**config.mk**
```make
export PLATFORM = sky130hd
export DESIGN_NAME = snake_board_renderer_flat
export DESIGN_NICKNAME = d
export VERILOG_FILES = /design/src/rtl/snake_board_renderer_pkg.sv /design/src/rtl/snake_board_renderer_if.sv /design/src/rtl/snake_board_renderer_vga_timing.sv /design/src/rtl/snake_board_renderer.sv /design/src/flat_wrapper.sv
export SDC_FILE = /design/constraint.sdc
export NUM_CORES = 1
export LEC_CHECK = 0
export CAP_MARGIN = 40
export CORE_MARGIN = 3
export CORE_UTILIZATION = 35
export CTS_CLUSTER_SIZE = 8
export DETAILED_ROUTE_END_ITERATION = 6
export GPL_TIMING_DRIVEN = 0
export SYNTH_ARGS = -nofsm -noshare
export SYNTH_HDL_FRONTEND = slang
export SYNTH_HIERARCHICAL = 1
export SYNTH_SLANG_ARGS = --single-unit
```
**constraint.sdc**
```tcl
create_clock -name clk -period 2.4 [get_ports clk]
set_input_delay 0.36 -clock clk [delete_from_list [all_inputs] [get_ports clk]]
set_output_delay 0.36 -clock clk [all_outputs]
set_load 0.01 [all_outputs]
```
**src/rtl/snake_board_renderer_pkg.sv**
```systemverilog
// Shared constants, types and the cell palette for the snake board VGA renderer.
package snake_vga_pkg;

    localparam int H_VISIBLE = 640;
    localparam int H_FRONT   = 16;
    localparam int H_SYNC    = 96;
    localparam int H_BACK    = 48;
    localparam int H_TOTAL   = H_VISIBLE + H_FRONT + H_SYNC + H_BACK;

    localparam int V_VISIBLE = 480;
    localparam int V_FRONT   = 10;
    localparam int V_SYNC    = 2;
    localparam int V_BACK    = 33;
    localparam int V_TOTAL   = V_VISIBLE + V_FRONT + V_SYNC + V_BACK;

    localparam int CELL_PX = 20;
    localparam int BOARD_W = 32;
    localparam int BOARD_H = 16;

    localparam int CNT_W    = $clog2((H_TOTAL > V_TOTAL) ? H_TOTAL : V_TOTAL);
    localparam int RAM_X_W  = 5;
    localparam int RAM_Y_W  = 4;
    localparam int CODE_W   = 4;

    localparam logic [CODE_W-1:0] CELL_EMPTY = 4'd0;
    localparam logic [CODE_W-1:0] CELL_BODY  = 4'd1;
    localparam logic [CODE_W-1:0] CELL_HEAD  = 4'd2;
    localparam logic [CODE_W-1:0] CELL_FOOD  = 4'd3;
    localparam logic [CODE_W-1:0] CELL_WALL  = 4'd4;

    // Colours are packed {r[2:0], g[2:0], b[1:0]}.
    localparam logic [7:0] RGB_BLACK = 8'b000_000_00;
    localparam logic [7:0] GRID_RGB  = 8'b001_001_01;

    // Control bits travelling down the pixel pipeline; syncs are active low.
    typedef struct packed {
        logic hsync_n;
        logic vsync_n;
        logic region;
        logic frame_start;
    } ctrl_t;

    localparam ctrl_t CTRL_IDLE = '{hsync_n: 1'b1, vsync_n: 1'b1, region: 1'b0, frame_start: 1'b0};

    function automatic logic [7:0] palette(input logic [CODE_W-1:0] code);
        logic [7:0] rgb;
        case (code)
            CELL_EMPTY: rgb = RGB_BLACK;
            CELL_BODY:  rgb = {3'b000, 3'b110, 2'b00};
            CELL_HEAD:  rgb = {3'b111, 3'b111, 2'b00};
            CELL_FOOD:  rgb = {3'b111, 3'b000, 2'b00};
            CELL_WALL:  rgb = {3'b100, 3'b100, 2'b10};
            default:    rgb = {3'b111, 3'b000, 2'b11};
        endcase
        return rgb;
    endfunction

endpackage

```
**src/rtl/snake_board_renderer_if.sv**
```systemverilog
// Board-RAM read port plus VGA pin bundle; master is the renderer, slave the RAM/pins side.
interface snake_board_renderer_if;
    import snake_vga_pkg::RAM_X_W;
    import snake_vga_pkg::RAM_Y_W;
    import snake_vga_pkg::CODE_W;

    logic [RAM_X_W-1:0] ram_x;
    logic [RAM_Y_W-1:0] ram_y;
    logic [CODE_W-1:0]  ram_data;
    logic               vga_hsync;
    logic               vga_vsync;
    logic [2:0]         vga_r;
    logic [2:0]         vga_g;
    logic [1:0]         vga_b;
    logic               frame_tick;

    modport master (
        output ram_x, ram_y,
        input  ram_data,
        output vga_hsync, vga_vsync, vga_r, vga_g, vga_b, frame_tick
    );

    modport slave (
        input  ram_x, ram_y,
        output ram_data,
        input  vga_hsync, vga_vsync, vga_r, vga_g, vga_b, frame_tick
    );

endinterface

```
**src/rtl/snake_board_renderer_vga_timing.sv**
```systemverilog
// Raster counters for the VGA frame and the stage-0 decodes derived from them.
module vga_timing #(
    parameter int H_VISIBLE = snake_vga_pkg::H_VISIBLE,
    parameter int H_FRONT   = snake_vga_pkg::H_FRONT,
    parameter int H_SYNC    = snake_vga_pkg::H_SYNC,
    parameter int H_BACK    = snake_vga_pkg::H_BACK,
    parameter int V_VISIBLE = snake_vga_pkg::V_VISIBLE,
    parameter int V_FRONT   = snake_vga_pkg::V_FRONT,
    parameter int V_SYNC    = snake_vga_pkg::V_SYNC,
    parameter int V_BACK    = snake_vga_pkg::V_BACK
) (
    input  logic                            clk,
    input  logic                            rst,
    output logic [snake_vga_pkg::CNT_W-1:0] h_o,
    output logic [snake_vga_pkg::CNT_W-1:0] v_o,
    output logic                            line_end_o,
    output logic                            frame_end_o,
    output logic                            hsync_n_o,
    output logic                            vsync_n_o,
    output logic                            visible_o,
    output logic                            frame_start_o
);
    import snake_vga_pkg::CNT_W;

    localparam logic [CNT_W-1:0] H_LAST   = CNT_W'(H_VISIBLE + H_FRONT + H_SYNC + H_BACK - 1);
    localparam logic [CNT_W-1:0] V_LAST   = CNT_W'(V_VISIBLE + V_FRONT + V_SYNC + V_BACK - 1);
    localparam logic [CNT_W-1:0] H_VIS    = CNT_W'(H_VISIBLE);
    localparam logic [CNT_W-1:0] V_VIS    = CNT_W'(V_VISIBLE);
    localparam logic [CNT_W-1:0] HS_START = CNT_W'(H_VISIBLE + H_FRONT);
    localparam logic [CNT_W-1:0] HS_END   = CNT_W'(H_VISIBLE + H_FRONT + H_SYNC);
    localparam logic [CNT_W-1:0] VS_START = CNT_W'(V_VISIBLE + V_FRONT);
    localparam logic [CNT_W-1:0] VS_END   = CNT_W'(V_VISIBLE + V_FRONT + V_SYNC);

    logic [CNT_W-1:0] h_q, h_d;
    logic [CNT_W-1:0] v_q, v_d;

    always_comb begin
        h_d = h_q + CNT_W'(1);
        v_d = v_q;
        if (h_q == H_LAST) begin
            h_d = '0;
            v_d = (v_q == V_LAST) ? '0 : v_q + CNT_W'(1);
        end
    end

    always_ff @(posedge clk) begin
        if (rst) begin
            h_q <= '0;
            v_q <= '0;
        end else begin
            h_q <= h_d;
            v_q <= v_d;
        end
    end

    assign h_o           = h_q;
    assign v_o           = v_q;
    assign line_end_o    = (h_q == H_LAST);
    assign frame_end_o   = (h_q == H_LAST) && (v_q == V_LAST);
    assign hsync_n_o     = !((h_q >= HS_START) && (h_q < HS_END));
    assign vsync_n_o     = !((v_q >= VS_START) && (v_q < VS_END));
    assign visible_o     = (h_q < H_VIS) && (v_q < V_VIS);
    assign frame_start_o = (h_q == '0) && (v_q == V_VIS);

endmodule

```
**src/rtl/snake_board_renderer.sv**
```systemverilog
// Scans the 32x16 board RAM and renders it as VGA with a fixed 2-cycle pixel pipeline.
// Optional GRID_LINES_EN: draws dark-grey grid lines on empty cells along cell edges.
module snake_board_renderer #(
    parameter int H_VISIBLE = snake_vga_pkg::H_VISIBLE,
    parameter int H_FRONT   = snake_vga_pkg::H_FRONT,
    parameter int H_SYNC    = snake_vga_pkg::H_SYNC,
    parameter int H_BACK    = snake_vga_pkg::H_BACK,
    parameter int V_VISIBLE = snake_vga_pkg::V_VISIBLE,
    parameter int V_FRONT   = snake_vga_pkg::V_FRONT,
    parameter int V_SYNC    = snake_vga_pkg::V_SYNC,
    parameter int V_BACK    = snake_vga_pkg::V_BACK,
    parameter int CELL_PX   = snake_vga_pkg::CELL_PX
) (
    input  logic                   clk,
    input  logic                   rst,
    snake_board_renderer_if.master bus
);
    import snake_vga_pkg::CNT_W;
    import snake_vga_pkg::BOARD_W;
    import snake_vga_pkg::BOARD_H;
    import snake_vga_pkg::RAM_X_W;
    import snake_vga_pkg::RAM_Y_W;
    import snake_vga_pkg::RGB_BLACK;
    import snake_vga_pkg::ctrl_t;
    import snake_vga_pkg::CTRL_IDLE;
    import snake_vga_pkg::palette;
`ifdef GRID_LINES_EN
    import snake_vga_pkg::GRID_RGB;
    import snake_vga_pkg::CELL_EMPTY;
`endif

    localparam int               PX_W     = $clog2(CELL_PX);
    localparam logic [PX_W-1:0]  PX_LAST  = PX_W'(CELL_PX - 1);
    localparam logic [CNT_W-1:0] H_VIS    = CNT_W'(H_VISIBLE);
    localparam logic [CNT_W-1:0] BOARD_XE = CNT_W'(BOARD_W * CELL_PX);
    localparam logic [CNT_W-1:0] BOARD_YE = CNT_W'(BOARD_H * CELL_PX);

    logic [CNT_W-1:0] h_s0, v_s0;
    logic             line_end, frame_end, visible_s0;
    ctrl_t            ctrl_s0, ctrl_s1_q;

    vga_timing #(
        .H_VISIBLE(H_VISIBLE), .H_FRONT(H_FRONT), .H_SYNC(H_SYNC), .H_BACK(H_BACK),
        .V_VISIBLE(V_VISIBLE), .V_FRONT(V_FRONT), .V_SYNC(V_SYNC), .V_BACK(V_BACK)
    ) u_timing (
        .clk          (clk),
        .rst          (rst),
        .h_o          (h_s0),
        .v_o          (v_s0),
        .line_end_o   (line_end),
        .frame_end_o  (frame_end),
        .hsync_n_o    (ctrl_s0.hsync_n),
        .vsync_n_o    (ctrl_s0.vsync_n),
        .visible_o    (visible_s0),
        .frame_start_o(ctrl_s0.frame_start)
    );

    assign ctrl_s0.region = visible_s0 && (h_s0 < BOARD_XE) && (v_s0 < BOARD_YE);

    // Pixel-within-cell and cell counters replace a divide by CELL_PX.
    logic [PX_W-1:0]    px_q, px_d, py_q, py_d;
    logic [RAM_X_W-1:0] cx_q, cx_d;
    logic [RAM_Y_W-1:0] cy_q, cy_d;

    always_comb begin
        px_d = px_q;
        cx_d = cx_q;
        py_d = py_q;
        cy_d = cy_q;
        if (line_end) begin
            px_d = '0;
            cx_d = '0;
        end else if (h_s0 < H_VIS) begin
            if (px_q == PX_LAST) begin
                px_d = '0;
                cx_d = cx_q + RAM_X_W'(1);
            end else begin
                px_d = px_q + PX_W'(1);
            end
        end
        if (frame_end) begin
            py_d = '0;
            cy_d = '0;
        end else if (line_end && (v_s0 < BOARD_YE)) begin
            if (py_q == PX_LAST) begin
                py_d = '0;
                cy_d = cy_q + RAM_Y_W'(1);
            end else begin
                py_d = py_q + PX_W'(1);
            end
        end
    end

    assign bus.ram_x = ctrl_s0.region ? cx_q : '0;
    assign bus.ram_y = ctrl_s0.region ? cy_q : '0;

    logic [7:0] rgb_q, rgb_d;
    logic       hsync_q, vsync_q, frame_tick_q;
`ifdef GRID_LINES_EN
    logic       grid_s1_q;
`endif

    always_comb begin
        rgb_d = RGB_BLACK;
        if (ctrl_s1_q.region) begin
            rgb_d = palette(bus.ram_data);
`ifdef GRID_LINES_EN
            if (grid_s1_q && (bus.ram_data == CELL_EMPTY)) begin
                rgb_d = GRID_RGB;
            end
`endif
        end
    end

    always_ff @(posedge clk) begin
        if (rst) begin
            px_q         <= '0;
            cx_q         <= '0;
            py_q         <= '0;
            cy_q         <= '0;
            ctrl_s1_q    <= CTRL_IDLE;
            rgb_q        <= RGB_BLACK;
            hsync_q      <= 1'b1;
            vsync_q      <= 1'b1;
            frame_tick_q <= 1'b0;
`ifdef GRID_LINES_EN
            grid_s1_q    <= 1'b0;
`endif
        end else begin
            px_q         <= px_d;
            cx_q         <= cx_d;
            py_q         <= py_d;
            cy_q         <= cy_d;
            ctrl_s1_q    <= ctrl_s0;
            rgb_q        <= rgb_d;
            hsync_q      <= ctrl_s1_q.hsync_n;
            vsync_q      <= ctrl_s1_q.vsync_n;
            frame_tick_q <= ctrl_s1_q.frame_start;
`ifdef GRID_LINES_EN
            // Only the edge flag is carried, which is all the grid decision needs.
            grid_s1_q    <= (px_q == '0) || (py_q == '0);
`endif
        end
    end

    assign bus.vga_r      = rgb_q[7:5];
    assign bus.vga_g      = rgb_q[4:2];
    assign bus.vga_b      = rgb_q[1:0];
    assign bus.vga_hsync  = hsync_q;
    assign bus.vga_vsync  = vsync_q;
    assign bus.frame_tick = frame_tick_q;

endmodule

```
**src/flat_wrapper.sv**
```systemverilog
// flat-port wrapper written by rule: the top's interface ports become plain ports
module snake_board_renderer_flat import snake_vga_pkg::CNT_W; import snake_vga_pkg::BOARD_W; import snake_vga_pkg::BOARD_H; import snake_vga_pkg::RAM_X_W; import snake_vga_pkg::RAM_Y_W; import snake_vga_pkg::RGB_BLACK; import snake_vga_pkg::ctrl_t; import snake_vga_pkg::CTRL_IDLE; import snake_vga_pkg::palette;
#(
    parameter int H_VISIBLE = snake_vga_pkg::H_VISIBLE,
    parameter int H_FRONT   = snake_vga_pkg::H_FRONT,
    parameter int H_SYNC    = snake_vga_pkg::H_SYNC,
    parameter int H_BACK    = snake_vga_pkg::H_BACK,
    parameter int V_VISIBLE = snake_vga_pkg::V_VISIBLE,
    parameter int V_FRONT   = snake_vga_pkg::V_FRONT,
    parameter int V_SYNC    = snake_vga_pkg::V_SYNC,
    parameter int V_BACK    = snake_vga_pkg::V_BACK,
    parameter int CELL_PX   = snake_vga_pkg::CELL_PX
)
  (clk, rst, bus_ram_x, bus_ram_y, bus_ram_data, bus_vga_hsync, bus_vga_vsync, bus_vga_r, bus_vga_g, bus_vga_b, bus_frame_tick);
  snake_board_renderer_if bus_i ();
  input  logic clk;
  input  logic rst;
  output wire logic [$bits(bus_i.ram_x)-1:0] bus_ram_x;
  output wire logic [$bits(bus_i.ram_y)-1:0] bus_ram_y;
  input wire logic [$bits(bus_i.ram_data)-1:0] bus_ram_data;
  output wire logic [$bits(bus_i.vga_hsync)-1:0] bus_vga_hsync;
  output wire logic [$bits(bus_i.vga_vsync)-1:0] bus_vga_vsync;
  output wire logic [$bits(bus_i.vga_r)-1:0] bus_vga_r;
  output wire logic [$bits(bus_i.vga_g)-1:0] bus_vga_g;
  output wire logic [$bits(bus_i.vga_b)-1:0] bus_vga_b;
  output wire logic [$bits(bus_i.frame_tick)-1:0] bus_frame_tick;
  assign bus_ram_x = bus_i.ram_x;
  assign bus_ram_y = bus_i.ram_y;
  assign bus_i.ram_data = bus_ram_data;
  assign bus_vga_hsync = bus_i.vga_hsync;
  assign bus_vga_vsync = bus_i.vga_vsync;
  assign bus_vga_r = bus_i.vga_r;
  assign bus_vga_g = bus_i.vga_g;
  assign bus_vga_b = bus_i.vga_b;
  assign bus_frame_tick = bus_i.frame_tick;
  snake_board_renderer #(.H_VISIBLE(H_VISIBLE), .H_FRONT(H_FRONT), .H_SYNC(H_SYNC), .H_BACK(H_BACK), .V_VISIBLE(V_VISIBLE), .V_FRONT(V_FRONT), .V_SYNC(V_SYNC), .V_BACK(V_BACK), .CELL_PX(CELL_PX)) u_core (.clk(clk), .rst(rst), .bus(bus_i));
endmodule
```
# --- Word-level counts from Yosys, hierarchy flattened ---
# Cells that the tools add are included.
classes:
  n_addsub: 6
  magnitude_cmp: 7
  n_eq_ne: 9
  muxes: 6
  bitwise_logic: 1
  n_reduce_logical: 17
op_table:
  columns: ["op", "n"]
  rows:
  - ["8-bit case mux with 5 select lines", 1]
  - ["10-bit by 9-bit less-than comparator with 1-bit output (second input constant)", 3]
  - ["10-bit by 1-bit adder with 10-bit output (second input constant)", 2]
  - ["10-bit == test (second input constant)", 2]
  - ["10-bit less-than comparator (second input constant)", 2]
  - ["5-bit by 1-bit adder with 5-bit output (second input constant)", 3]
  - ["5-bit 2-to-1 mux", 3]
  - ["10-bit by 9-bit == test with 1-bit output (second input constant)", 1]
  - ["5-bit == test (second input constant)", 2]
  - ["10-bit >= comparator (second input constant)", 1]
  - ["10-bit by 9-bit >= comparator with 1-bit output (second input constant)", 1]
  - ["10-bit logical NOT", 1]
  - ["10-bit 2-to-1 mux", 1]
  - ["4-bit by 2-bit == test with 1-bit output (second input constant)", 2]
  - ["1-bit logical AND", 8]
  - ["2-bit OR reduction", 3]
  - ["4-bit by 1-bit adder with 4-bit output (second input constant)", 1]
  - ["4-bit by 1-bit == test with 1-bit output (second input constant)", 1]
  - ["4-bit by 3-bit == test with 1-bit output (second input constant)", 1]
  - ["4-bit logical NOT", 1]
  - ["4-bit 2-to-1 mux", 1]
  - ["2-bit AND reduction", 2]
  - ["1-bit logical NOT", 2]
  - ["1-bit NOT", 1]
word_totals:
  ff_bits: 54
  in_bits: 6
  out_inout_bits: 20
  word_cells: 60

# --- Longest topological paths before layout ---
# Gate-level depths: netlist of the first run.
logic_depth:
  word_depth: 5
  mapped_depth: 8
  depth_no_buf: 8

# --- Cells and area by module ---
# The synthesis of the first run kept the hierarchy.
modules_own_cells:
  columns: ["mod", "instances", "cells_per_inst", "area_each_um2", "seq_area_each_um2"]
  rows:
  - ["snake_board_renderer", 1, 168, 1512.7, 660.6]
  - ["vga_timing", 1, 125, 1071.0, 400.4]

# --- Worst setup path before layout of the first run ---
# OpenSTA, ideal clock, no wires.
synth_path:
  kind: "register -> register"
  from: "register u_core.u_timing.h_q[7] (netlist: u_core/u_timing/h_o[7])"
  to: "register u_core.py_q[3]"
  setup_ns: 0.070
  arrival_time_ns: 2.273
  required_time_ns: 2.330
  path_slack_ns: 0.057
  path_stages_with_launch: 9
  n_path_buf: 3
  synth_period_minus_slack_ns: 2.343
  cell_sequence: "dfxtp_1 -> buf_6 -> or4b_4 -> buf_6 -> nor3_1 -> nand2b_1 -> clkbuf_1 -> or4_1 -> a21oi_1"
synth_via:
  elab_chain_cells: 3
  word_cells_on_any_way: 4
  classes_between: "eq/ne: 1; reduce/logical: 3"
synth_rtl:
  columns: ["item", "line_no", "source"]
  rows:
  - ["start, declared", "snake_board_renderer_vga_timing.sv:34", "logic [CNT_W-1:0] h_q, h_d;"]
  - ["start signal, assigned", "snake_board_renderer_vga_timing.sv:48", "h_q <= '0;"]
  - ["start signal, assigned", "snake_board_renderer_vga_timing.sv:51", "h_q <= h_d;"]
  - ["10-bit == test (*)", "snake_board_renderer_vga_timing.sv:58", "assign line_end_o = (h_q == H_LAST);"]
  - ["named net u_core.line_end", "snake_board_renderer.sv:39", "logic line_end, frame_end, visible_s0;"]
  - ["1-bit logical AND", "snake_board_renderer_vga_timing.sv:59", "assign frame_end_o = (h_q == H_LAST) && (v_q == V_LAST);"]
  - ["2-bit OR reduction (no line)", null, null]
  - ["end signal, assigned", "snake_board_renderer.sv:132", "py_q <= py_d;"]
  - ["end, declared", "snake_board_renderer.sv:61", "logic [PX_W-1:0] px_q, px_d, py_q, py_d;"]
# Mark *: on every way through the listed nets, which the timed path passes. The rest lies on a longest branch.
# A chain may end at the register's enable or synchronous reset.

# --- Worst setup path after layout of the first run ---
layout_path:
  from: "register u_core.u_timing.h_q[7] (netlist: u_core/u_timing/h_o[7])"
  to: "register u_core.u_timing.v_q[6] (netlist: u_core/u_timing/v_o[6])"
layout_via:
  elab_chain_cells: 1
layout_rtl:
  columns: ["item", "line_no", "source"]
  rows:
  - ["10-bit == test", "snake_board_renderer_vga_timing.sv:40", "if (h_q == H_LAST) begin"]
  - ["end signal, assigned", "snake_board_renderer_vga_timing.sv:52", "v_q <= v_d;"]
  - ["end, declared", "snake_board_renderer_vga_timing.sv:35", "logic [CNT_W-1:0] v_q, v_d;"]
# No other way between the ends.

==> metrics.cfg, run 1 <==
[synthesis]
yosysMostFrequentCell=dfxtp_1
yosysWarnings=6
ys_ff_latch=53
synth_area_per_cell_um2=8.82
synthFlopType=dfxtp_1
synth_edf_count=0
ys_types=48
syn-num-nets=308
synthArstFlopShare_pct=0
yosysTopAreaCell=dfxtp_1
yosysTopAreaCellShare_pct=41.1
synth_common_cells=dfxtp_1, nor2_1, a21oi_1, nand3_1, o21ai_0
syn_area_um2=2580
yosysSeqAreaShare_pct=41.1
synth_cells=293
synth_area_leaders=dfxtp_1, ha_1, a21oi_1

[place]
dp.cells=414
dp_hpwl_mm=3.79
placed_area_um2=2950
globalplace.congestion=0.810
portBuffers=25

[routing]
drt_wl_total_mm=5.50
wl_per_cell_um=12.9
ant_nets=0
viasPerCell=5.21
drcViolationCount=0
first_pass_iters=7
vias=2216
drt_iter0_drc=90

[floorplan]
pin_count=26
design.die.area_um2=8450
die-height_um=91.9
initial_core_util_pct=37.0
num_rows=30
coreArea_um2=6980
die_w_um=91.9

[sta]
max_clock_freq_mhz=432
maxSlewViolCount=0
finalCriticalPeriod_ns=2.32
fin_skew_ns=0.0130
worst_pin_slew_ns=0.824
hold_viol=0
relSlewSlack_pct=44.5
period_share_pct=96.5
rsz0062_at_grt=false
finalSetupViolCount=0
worst_hold_slack_ns=0.426

[critical_path]
cp-end-kind=register
critical_path_class=register to register
required_ns=2.63
arrival_ns=2.55
critPathLaunchType=register
crit_fanout=9

[pwr]
swShare_pct=22.7
power.total_mw=1.48
p_leak_nw=1.13
cellPowerDensity_nw_per_um2=474
power.share.clock_pct=33.1
power_frac_comb_pct=5.6
p_switching_mw=0.335
p_seq_share_pct=61.3
irDropWorstVdd_v=0.000235
internal_power_mw=1.14

[clock_network]
clkSinkCount=53
cts_buffer_depth=2
cts_made_buffers=5
cts_tree=yes
clk_latency_ns=0.30
clk_pin_slew_ns=0.10
root_buffer=clkbuf_8
htree_levels=2

[status]
run_status=finished clean

[global_route]
grt_pass1_wl_mm=9.27
grt-ovfl-total=0
grt_pass1_vias=2008
grt_max_degree=16
antenna_found_initial=0
grt.total_usage_pct=13.1

[cells_and_area]
fin_cells=425
area_growth_pct=20.4
final_layout_size_suffix_gt1_share_pct=12.8
n_antenna_cell=0
final_area_um2=3110
nets=343

[worst_hold_path]
hp-class=register to register

[run]
max_cap_viol_count=0

-- placed cells by master (no fill, tap or decap), types with 9 or more instances in the layout --
cell type	instances
a21oi_1	19
ha_1	9
nand2_1	14
or4_1	10
and2_1	9
dfxtp_1	50
nor2_1	21
clkdlybuf4s50_1	16
o21ai_0	16
inv_1	10
nand3_1	14
-- stage by stage --
step / util (%) / TNS, ns / setup slack (ns)
2_1_floorplan: - / 0 / 0.0567
3_3_place_gp: 42.3 / -2.29 / -0.251
3_5_place_dp: 42.3 / -2.89 / -0.276
4_1_cts: 44.0 / 0 / 0.0112
5_1_grt: 44.6 / 0 / 0.00527
6_report: 44.6 / 0 / 0.0846
-- power by group through the flow --
stage / combinational [mW] / sequential, mW / clock, mW
after floorplan: 0.0433 / 0.924 / 0
after global placement: 0.0817 / 0.924 / 0
after detailed placement: 0.0831 / 0.924 / 0
after CTS: 0.0836 / 0.904 / 0.511
after global routing: 0.0929 / 0.906 / 0.547
final: 0.0827 / 0.904 / 0.489
-- state kept, by name, indices dropped and copies added, names as in the netlist --
| name | count |
|---|---|
| u_core/cx_q | 5 |
| u_core/ctrl_s1_q | 4 |
| u_core/bus.vga_vsync | 1 |
| u_core/rgb_q | 7 |
| u_core/u_timing/v_o | 10 |
| u_core/u_timing/h_o | 10 |
| u_core/bus.frame_tick | 1 |
| u_core/px_q | 5 |
| u_core/cy_q | 4 |
| u_core/bus.vga_hsync | 1 |
| u_core/py_q | 5 |
-- path summary, 6_finish.rpt --
path / slack, ns / end / from / depth (start not counted)
worst max-delay path: 0.08 / u_core/u_timing/v_o[6] / u_core/u_timing/h_o[7] / 6
worst min-delay path: 0.43 / u_core/bus.vga_vsync / u_core/ctrl_s1_q[2] / 1
worst max register to register: 0.08 / u_core/u_timing/v_o[6] / u_core/u_timing/h_o[7] / 6
worst min register to register: 0.43 / u_core/bus.vga_vsync / u_core/ctrl_s1_q[2] / 1
-- cell families (layout without fill, tap and decap cells) --
| kind of cell | Yosys count | in the layout | share of synthesized area [%] |
|---|---|---|---|
| and+or+nand+nor | 138 | 138 | 31.7 |
| AOI/OAI and AO/OA | 54 | 54 | 12.4 |
| DFF | 53 | 53 | 41.1 |
| xor gates and xnor gates | 14 | 14 | 4.75 |
| adders and majority gates | 9 | 9 | 4.36 |
| muxes | 3 | 3 | 1.16 |
| buffers and inverters | 22 | 58 | 4.55 |
-- worst max-delay path: stages, from the launching register on --
cell and delay (ns):
dfxtp_2 0.34, buf_6 0.13, or4b_4 0.59, or3_4 0.41, buf_6 0.14, or4_4 0.51, a21oi_2 0.13
-- repair_timing --
item / in CTS / in global routing
endpoints found under the setup margin: 25 / 25
pin swaps: 0 / 1
gates resized for setup: 14 / 11
buffers inserted: 2 / 2
gates cloned: 0 / 1
hold buffers: 0 / 0
-- final cells by class --
class                      count  area (um2)
buffer                        10        65.1
clock buffer                   7        76.3
clock inverter                 1        7.51
fill                         716        3870
inverter                      10        37.5
multi-input combinational    218        1460
sequential                    53        1060
tap                           96         120
timing repair buffer          30         275
-- metal layers --
metal / part of all wire, % / routed length (um) / vias up / GRT usage [%]
met4: 1.1 / 59 / 0 / 3.96
li1: - / - / 1129 / -
met3: 2.8 / 153 / 6 / 3.04
met2: 45 / 2490 / 33 / 20.6
met5: 0 / 0 / - / 0
met1: 51 / 2790 / 1048 / 17.8
(Power assumes the default switching activity.)
==> run 2, diff against run 1 <==
Settings changed: TNS_END_PERCENT set to 100.
==> results of run 2 <==
Same layout as run 1: the final DEF is identical, and so are final timing and power.
